[config.mk]
export PLATFORM = sky130hd
export DESIGN_NAME = result_bcd_display
export DESIGN_NICKNAME = d
export VERILOG_FILES = /design/src/rtl/result_bcd_display_pkg.sv /design/src/rtl/result_bcd_display_seg7_decode.sv /design/src/rtl/result_bcd_display.sv
export SDC_FILE = /design/constraint.sdc
export NUM_CORES = 1
export LEC_CHECK = 0
export ABC_AREA = 1
export CELL_PAD_IN_SITES_DETAIL_PLACEMENT = 1
export CELL_PAD_IN_SITES_GLOBAL_PLACEMENT = 1
export CORE_ASPECT_RATIO = 1.1
export CORE_UTILIZATION = 47
export CTS_BUF_LIST = sky130_fd_sc_hd__clkbuf_4
export CTS_CLUSTER_DIAMETER = 80
export DETAILED_ROUTE_END_ITERATION = 8
export PLACE_DENSITY = 0.95
export REMOVE_ABC_BUFFERS = 1
export SLEW_MARGIN = 15
export SYNTH_ARGS = -nofsm -noshare
export SYNTH_HDL_FRONTEND = slang
export SYNTH_HIERARCHICAL = 1
export SYNTH_SLANG_ARGS = --single-unit
[constraint.sdc]
create_clock -name clock -period 4.2 [get_ports clock]
set_input_delay 0.84 -clock clock [delete_from_list [all_inputs] [get_ports clock]]
set_output_delay 0.84 -clock clock [all_outputs]
set_load 0.1 [all_outputs]
[src/rtl/result_bcd_display_pkg.sv]
// Shared constants for the result BCD display: FSM encodings, 7-segment patterns
// and the double-dabble nibble correction.
package result_bcd_display_pkg;

    typedef enum logic [1:0] {
        S_IDLE  = 2'd0,
        S_SHIFT = 2'd1,
        S_DONE  = 2'd2
    } state_e;

    // Active-low {g,f,e,d,c,b,a}
    localparam logic [6:0] SEG_0   = 7'h40;
    localparam logic [6:0] SEG_1   = 7'h79;
    localparam logic [6:0] SEG_2   = 7'h24;
    localparam logic [6:0] SEG_3   = 7'h30;
    localparam logic [6:0] SEG_4   = 7'h19;
    localparam logic [6:0] SEG_5   = 7'h12;
    localparam logic [6:0] SEG_6   = 7'h02;
    localparam logic [6:0] SEG_7   = 7'h78;
    localparam logic [6:0] SEG_8   = 7'h00;
    localparam logic [6:0] SEG_9   = 7'h10;
    localparam logic [6:0] SEG_OFF = 7'h7F;

    function automatic logic [3:0] dd_adjust(input logic [3:0] nib);
        return (nib >= 4'd5) ? nib + 4'd3 : nib;
    endfunction

endpackage

[src/rtl/result_bcd_display_seg7_decode.sv]
// BCD nibble to active-low 7-segment pattern; non-decimal codes are dark.
module seg7_decode
    import result_bcd_display_pkg::*;
(
    input  logic [3:0] nibble_i,
    output logic [6:0] seg_o
);

    always_comb begin
        seg_o = SEG_OFF;
        unique case (nibble_i)
            4'd0:    seg_o = SEG_0;
            4'd1:    seg_o = SEG_1;
            4'd2:    seg_o = SEG_2;
            4'd3:    seg_o = SEG_3;
            4'd4:    seg_o = SEG_4;
            4'd5:    seg_o = SEG_5;
            4'd6:    seg_o = SEG_6;
            4'd7:    seg_o = SEG_7;
            4'd8:    seg_o = SEG_8;
            4'd9:    seg_o = SEG_9;
            default: seg_o = SEG_OFF;
        endcase
    end

endmodule

[src/rtl/result_bcd_display.sv]
// Captures a result on the rising edge of ready, converts it to BCD by double dabble
// and scans it onto a multiplexed common-anode display with leading-zero blanking.
module result_bcd_display
    import result_bcd_display_pkg::*;
#(
    parameter int unsigned WIDTH    = 8,
    parameter int unsigned DIGITS   = 3,
    parameter int unsigned SCAN_DIV = 4
) (
    input  logic                  clock,
    input  logic                  reset,
    input  logic                  ready,
    input  logic [WIDTH-1:0]      in_data,
    output logic                  busy,
    output logic                  result_valid,
    output logic [4*DIGITS-1:0]   bcd,
    output logic [6:0]            seg,
    output logic [DIGITS-1:0]     an
);

    localparam int unsigned PreW = (SCAN_DIV > 1) ? $clog2(SCAN_DIV) : 1;
    localparam int unsigned IdxW = (DIGITS > 1) ? $clog2(DIGITS) : 1;
    localparam logic [WIDTH-1:0] CntLoad = WIDTH'(WIDTH);

    state_e                state_q, state_d;
    logic                  ready_q;
    logic [WIDTH-1:0]      shreg_q, shreg_d;
    logic [4*DIGITS-1:0]   work_q, work_d;
    logic [WIDTH-1:0]      cnt_q, cnt_d;
    logic                  pend_q, pend_d;
    logic [WIDTH-1:0]      pend_data_q, pend_data_d;
    logic [4*DIGITS-1:0]   bcd_q, bcd_d;
    logic                  valid_q, valid_d;
    logic                  blank_q, blank_d;
    logic [PreW-1:0]       pre_q, pre_d;
    logic [IdxW-1:0]       idx_q, idx_d;

    logic                  rise;
    logic                  start;
    logic [4*DIGITS-1:0]   adj;
    logic [3:0]            nib;
    logic [6:0]            dec_seg;
    logic                  lit;

    assign rise  = ready & ~ready_q;
    // DONE restarts on a queued value or on an edge arriving in the DONE cycle itself
    assign start = (state_q == S_IDLE && rise) || (state_q == S_DONE && (rise || pend_q));

    always_ff @(posedge clock or negedge reset) begin
        if (!reset) begin
            state_q     <= S_IDLE;
            ready_q     <= 1'b0;
            shreg_q     <= '0;
            work_q      <= '0;
            cnt_q       <= '0;
            pend_q      <= 1'b0;
            pend_data_q <= '0;
            bcd_q       <= '0;
            valid_q     <= 1'b0;
            blank_q     <= 1'b1;
            pre_q       <= '0;
            idx_q       <= '0;
        end else begin
            state_q     <= state_d;
            ready_q     <= ready;
            shreg_q     <= shreg_d;
            work_q      <= work_d;
            cnt_q       <= cnt_d;
            pend_q      <= pend_d;
            pend_data_q <= pend_data_d;
            bcd_q       <= bcd_d;
            valid_q     <= valid_d;
            blank_q     <= blank_d;
            pre_q       <= pre_d;
            idx_q       <= idx_d;
        end
    end

    always_comb begin
        state_d = state_q;
        unique case (state_q)
            S_IDLE:  if (rise) state_d = S_SHIFT;
            S_SHIFT: if (cnt_q == WIDTH'(1)) state_d = S_DONE;
            S_DONE:  state_d = (rise || pend_q) ? S_SHIFT : S_IDLE;
            default: state_d = S_IDLE;
        endcase
    end

    always_comb begin
        for (int i = 0; i < int'(DIGITS); i++) begin
            adj[4*i +: 4] = dd_adjust(work_q[4*i +: 4]);
        end
    end

    always_comb begin
        shreg_d     = shreg_q;
        work_d      = work_q;
        cnt_d       = cnt_q;
        pend_d      = pend_q;
        pend_data_d = pend_data_q;
        bcd_d       = bcd_q;
        valid_d     = 1'b0;
        blank_d     = blank_q;
        if (state_q == S_SHIFT) begin
            {work_d, shreg_d} = {adj[4*DIGITS-2:0], shreg_q, 1'b0};
            cnt_d             = cnt_q - WIDTH'(1);
        end
        if (state_q == S_DONE) begin
            bcd_d   = work_q;
            valid_d = 1'b1;
            blank_d = 1'b0;
            pend_d  = 1'b0;
        end
        if (start) begin
            shreg_d = (rise || !pend_q) ? in_data : pend_data_q;
            work_d  = '0;
            cnt_d   = CntLoad;
        end else if (rise && state_q == S_SHIFT) begin
            pend_d      = 1'b1;
            pend_data_d = in_data;
        end
    end

    always_comb begin
        pre_d = pre_q + PreW'(1);
        idx_d = idx_q;
        if (pre_q == PreW'(SCAN_DIV - 1)) begin
            pre_d = '0;
            idx_d = (idx_q == IdxW'(DIGITS - 1)) ? '0 : idx_q + IdxW'(1);
        end
    end

    assign nib = bcd_q[{idx_q, 2'b00} +: 4];
    assign lit = (idx_q == '0) || ((bcd_q >> {idx_q, 2'b00}) != '0);

    seg7_decode u_seg7_decode (
        .nibble_i (nib),
        .seg_o    (dec_seg)
    );

    always_comb begin
        busy         = (state_q == S_SHIFT) || (state_q == S_DONE);
        result_valid = valid_q;
        bcd          = bcd_q;
        an           = '1;
        seg          = SEG_OFF;
        if (!blank_q && lit) begin
            an[idx_q] = 1'b0;
            seg       = dec_seg;
        end
    end

endmodule

# == Word-level counts from Yosys, hierarchy flattened ==
# Memories as Yosys holds them, arrays and structs flattened.
# Cells that the tools add are included.
# W data, S select, Z words.
# totals
reg_bits,58
mem_bits_ro,112
output_inout_bits,24
wordCells,79
mem_count,1
# op_classes
add_sub_neg,6
magnitude_cmp,5
n_eq_ne,7
shift,2
n_mux,24
bitwise,4
n_reduce_logical,18
# mem_list
memory,words,word_bits,rd,rd_clocked_by_memory_dff,wr,line,rtl
(no name shown),16,7,1,0,0,result_bcd_display_seg7_decode.sv:11,unique case (nibble_i)
# ops
operator,n
$mux W8,5
$mux W12,2
$ge A4 B3 Y1 const B,3
$reduce_bool A12 Y1,1
$shiftx A12 B5 Y4,1
$shr A12 B4 Y12,1
$add A4 B2 Y4 const B,2
$eq A8 B1 Y1 const B,1
$mux W2,4
$mux W4,2
$sub A8 B1 Y8 const B,1
$mux W7,1
$eq A2 B2 Y1 const B,3
$mux W1,6
$mux W3,2
$pmux W2 S3,1
$logic_and A1 B1 Y1,5
$logic_or A1 B1 Y1,5
$add A2 B1 Y2 const B,2
$logic_not A2 Y1,2
$ne A2 B2 Y1 const B,2
$reduce_and A2 Y1,2
$add A3 B2 Y3 const B,1
$lt A2 B3 Y1 const B,1
8 further kinds,10

# == Longest topological paths before layout ==
# depth
word_depth,7
mapped_depth,12

# == Hierarchy ==
# Netlist, hierarchy kept.
# modules_own_cells
module,n_inst,cells_each,area_each_um2,seq_area_each_um2
result_bcd_display,1,380,3091.7,1452.6
seg7_decode,1,35,187.7,0.0

# == Worst setup path after synthesis ==
# No wires, ideal clock.
# synth_timing
kind,reg-to-output
start,"register bcd_q[9], in the netlist bcd[9]"
end,output seg[3]
arrival_time_ps,2647
required_ps,3360
setup_slack_ps,713
path_stages_with_launch,10
path_buffers,0
cell_sequence,dfrtp_1 -> nand3_1 -> nand3_1 -> inv_1 -> ha_1 -> nand2_1 -> nand3_1 -> nand2_1 -> inv_1 -> nand3_1
# synth_between
word_cells_on_any_way,7
cone_classes,2 x shift; 1 x mux; 3 x reduce/logical; 1 x memory
# synth_rtl
item,line,rtl
start: declaration,result_bcd_display.sv:32,"logic [4*DIGITS-1:0] bcd_q, bcd_d;"
start signal: assignment,result_bcd_display.sv:58,bcd_q <= '0;
start signal: assignment,result_bcd_display.sv:71,bcd_q <= bcd_d;
$shiftx A12 B5 Y4,result_bcd_display.sv:133,"assign nib = bcd_q[{idx_q, 2'b00} +: 4];"
via nib[1],result_bcd_display.sv:41,logic [3:0] nib;
$mem_v2 Z16 W7,n/a,
via dec_seg[3],result_bcd_display.sv:42,logic [6:0] dec_seg;
$mux W7,result_bcd_display.sv:147,if (!blank_q && lit) begin
end: declaration,result_bcd_display.sv:17,"output logic [6:0] seg,"
# The timed path passes the listed nets, and every way through them passes these cells.

# == Final worst setup path ==
# layout_timing
start,register idx_q[0]
end,output seg[3]
# layout_between
word_cells_on_any_way,8
cone_classes,2 x shift; 1 x mux; 4 x reduce/logical; 1 x memory
# layout_rtl
item,line,rtl
start: declaration,result_bcd_display.sv:36,"logic [IdxW-1:0] idx_q, idx_d;"
start signal: assignment,result_bcd_display.sv:75,idx_q <= idx_d;
$shiftx A12 B5 Y4,result_bcd_display.sv:133,
via nib[1],result_bcd_display.sv:41,
$mem_v2 Z16 W7,n/a,
via dec_seg[3],result_bcd_display.sv:42,
$mux W7,result_bcd_display.sv:147,
# The timed path passes the listed nets, and every way through them passes these cells.

==> impl.org <==
** Clock network
- CTS saw 58 sinks.
- Number of H-tree branching levels :: 3
- Insertion delay to the later sink of the worst-skew pair :: 0.41 ns
- Clock tree synthesis inserted a total of 9 buffers.
- Maximum clock insertion buffer count :: 2
- Clk Tree Root Cell :: sky130_fd_sc_hd__clkbuf_4
- Clock-pin slew was measured on the worst setup and hold paths at 0.11 ns.
- Resized cells post-CTS :: 0
- TritonCTS clock tree :: built
- Hold repair after CTS inserted 0 buffers.
- The number of setup buffers added after CTS is 0.

** Floorplanning
- Die height :: 89.6 µm
- FP Rows :: 31
- Die W :: 81.6 µm
- For this configuration, the core starts out at a cell density of 0.492.
- The die covers about 0.0073 mm².
- For this design the top-level I/O count stands at 35.
- Core outline area :: about 0.0067 mm²

** Layout
- Share of cells above drive strength 1 :: 0.0967
- Final net count :: ~480
- Diodes inserted :: 0
- Filler Cell Count :: 860
- Final Cell Area :: ~0.0037 mm²
- Number of non-filler instances in the completed layout :: ~540
- Area growth, synth to finish :: 14.3%

** Timing
- Number of setup violations in the final report :: 0
- Least setup slack across all paths after layout :: between 0.8 and 0.9 ns
- Final count of pins violating max slew :: 0
- Unrepaired setup endpoints after global routing :: false
- At the pin with the least slew margin, the transition time is approximately 0.97 ns.
- Setup TNS :: 0 ns
- Fmax :: 294 MHz
- The count of final hold-check violations is 0.
- Worst-case headroom to the max-slew limit :: 0.349
- Post-route minimum period :: 3.40 ns
- Crit share post-route :: 0.809
- On the final layout, the worst clock skew is approximately 0.019 ns.

** Critical path
- Delay of the slowest critical-path stage :: 0.47 ns
- Grouping stages by cell kind, the critical path spends the most delay in simple AND/OR/NAND/NOR gates.
- The endpoint identified for the worst register-to-register timing path is pend_data_q[4].
- Buffers plus inverters on the worst setup path :: 3
- Worst-path maximum fanout :: 8
- Data required time at the worst endpoint :: 3.36 ns
- Element type at the critical path end :: output pin
- The worst setup path is launched from a register.
- The startpoint identified for the worst register-to-register timing path is state_q[1].
- Critical path depth in cells :: 11
- The slowest stage of the critical path is the sky130_fd_sc_hd__dfrtp_1 cell.
- Minimum setup slack among reg-to-reg paths :: roughly 1.9 ns
- The most critical setup path has its endpoint at seg[3].
- By startpoint and endpoint, the worst setup path is classified as register to output pin.
- Counting cells, the worst reg-to-reg path comes to 7.
- Crit path DAT :: ~2.6 ns
- Cells along the critical path :: nor2_1, nand2_1, nand3_1, inv_1, ha_1, nand2_1, nand3_1, nand2_1, inv_1, nand3_1, buf_4
- Timing startpoint of the critical path :: idx_q[0]

** Detailed routing
- # DRC :: 0
- Count of antenna-violating nets left after detailed routing :: 0
- The routed design has approximately 8 mm of wire.
- Vias/cell :: 5.37
- Total via count in the routed design :: 2885
- The pre-antenna-repair detailed-routing pass consisted of 4 iterations.
- In this run, the number of DRC markers left after iteration 0 of detailed routing was 120.
- Dividing the detail-routed wire length by the instance count gives 14.9 µm.

** Global route
- Entering global routing, the biggest net connects 33 pins.
- In the global route stage, overall resource usage came out at 0.249.
- For this run the aggregate overflow at the end of global routing stands at 0.
- Global-route wire length before repair :: approximately 14 mm
- Number of global-route vias before repair :: 3071
- The initial antenna violation count came to 0.

** Synth
- The cell area that synthesis handed to floorplanning was approximately 0.0033 mm².
- Most instantiated library cell after synthesis :: sky130_fd_sc_hd__nand2_1
- The commonest cells after synthesis are sky130_fd_sc_hd__nand2_1 (126), sky130_fd_sc_hd__dfrtp_1 (57), sky130_fd_sc_hd__nand3_1 (54).
- By area the synthesized netlist is led by sky130_fd_sc_hd__dfrtp_1 (43%), sky130_fd_sc_hd__nand2_1 (14%), sky130_fd_sc_hd__nand3_1 (8.2%).
- In this run the mean area of a mapped cell was roughly 7.9 µm².
- In the synthesized netlist, the number of instances is a little over 400.
- The synthesized design contains 0 enable-type register cells.
- Async set or reset register ratio after synthesis :: 1.00
- Most used DFF post-synth :: sky130_fd_sc_hd__dfrtp_1
- Share of the synthesized area in the top cell type :: 0.435
- After synthesis the netlist holds a flip-flop and latch count of between 50 and 60.
- Count of cell types in the netlist :: 30
- Library cell occupying the most area in the post-synthesis netlist :: sky130_fd_sc_hd__dfrtp_1
- Sequential fraction of the synthesis area :: 0.443
- Total of warnings raised by yosys :: 6

** Placed design
- Final GP Congestion :: slightly above 0.9
- IO buf count :: 34
- Sum of net half-perimeters after detailed placement :: about 5.7 mm
- In this run the cell area measured after placement is around 0.0036 mm².
- Pre-CTS worst setup slack :: 1.24 ns
- DP Cell Count :: around 520

** Job
- Max-capacitance violation count :: 0

** Worst hold path
- Path type of the worst min-delay path :: input pin to async pin

** Status
- Result of the run :: complete, no violations
[layer usage]
layer	wire length, µm	up-vias	global-route usage
met1	3360	1397	0.279
li1	-	1403	-
met2	4220	62	0.453
met4	188	0	0.108
met5	0	-	0
met3	254	23	0.0545
[per-stage QoR]
step                      hold slack, ns  utilization
after CTS                          0.411        0.562
after global routing               0.439        0.562
after global placement             0.414        0.542
final                              0.415        0.562
after detailed placement           0.424        0.542
after floorplan                    0.403            -
[cell type report]
type | instances | area (µm²) | area share
Clock buffer | 11 | 82.6 | 0.0220
Inverter | 48 | 180 | 0.0481
Clock inverter | 5 | 47.5 | 0.0127
Multi-Input combinational cell | 297 | 1560 | 0.416
Tap cell | 82 | 103 | 0.0274
Timing Repair Buffer | 36 | 325 | 0.0868
Sequential cell | 58 | 1450 | 0.388
[how the worst min path moves through the flow]
stage / slack [ns] / start / end / cells after the start
after floorplan: 0.40 / pre_q[0] / pre_q[0] / 1
after global placement: 0.41 / pre_q[0] / pre_q[0] / 1
after detailed placement: 0.42 / pre_q[0] / pre_q[0] / 1
after CTS: 0.41 / reset / result_valid / 1
after global routing: 0.44 / reset / result_valid / 1
final: 0.41 / reset / result_valid / 1
[cell families (layout without fill, tap and decap cells)]
group,count (synthesis),after routing,share of synthesized area
AO/OA/AOI/OAI,39,39,0.0641
AND/OR/NAND/NOR,230,230,0.313
flip-flops,58,58,0.443
XOR/XNOR,7,7,0.0187
multiplexers,3,3,0.0103
buffers and inverters,60,100,0.0820
adder cells (fa/ha/maj),18,18,0.0687
[state kept, by name, summed over array words and instances (netlist names)]
| register | cells |
|---|---|
| shreg_q | 8 |
| idx_q | 2 |
| ready_q | 1 |
| result_valid | 1 |
| pre_q | 2 |
| state_q | 2 |
| cnt_q | 8 |
| bcd | 12 |
| pend_data_q | 8 |
| work_q | 12 |
| pend_q | 1 |
| blank_q | 1 |
[layout by cell type, fill, tap and decap left out]
master / instances
sky130_fd_sc_hd__dfrtp_1: 57
sky130_fd_sc_hd__nand2_1: 126
sky130_fd_sc_hd__o21ai_2: 1
sky130_fd_sc_hd__clkdlybuf4s50_1: 23
sky130_fd_sc_hd__clkbuf_4: 11
sky130_fd_sc_hd__nor3_2: 1
sky130_fd_sc_hd__nand3_2: 1
sky130_fd_sc_hd__inv_1: 45
sky130_fd_sc_hd__o21ai_4: 1
sky130_fd_sc_hd__xor2_1: 6
sky130_fd_sc_hd__nor2_8: 2
sky130_fd_sc_hd__buf_4: 12
sky130_fd_sc_hd__nand3_1: 54
sky130_fd_sc_hd__nor2_2: 1
sky130_fd_sc_hd__nand2_2: 1
sky130_fd_sc_hd__nor2_1: 29
sky130_fd_sc_hd__mux2_2: 3
sky130_fd_sc_hd__clkinv_2: 2
sky130_fd_sc_hd__ha_1: 18
sky130_fd_sc_hd__nand4_1: 10
sky130_fd_sc_hd__buf_2: 1
sky130_fd_sc_hd__nor3_1: 2
sky130_fd_sc_hd__xnor2_1: 1
sky130_fd_sc_hd__nor2_4: 1
sky130_fd_sc_hd__dfstp_2: 1
sky130_fd_sc_hd__inv_2: 3
sky130_fd_sc_hd__clkinv_1: 2
sky130_fd_sc_hd__a21oi_1: 19
sky130_fd_sc_hd__nand2_4: 1
sky130_fd_sc_hd__bufinv_16: 1
sky130_fd_sc_hd__o21ai_0: 18
sky130_fd_sc_hd__nand3b_1: 1
Power is not shown: default switching activity piles up to over one toggle a cycle in this logic, so the estimate is an artifact.
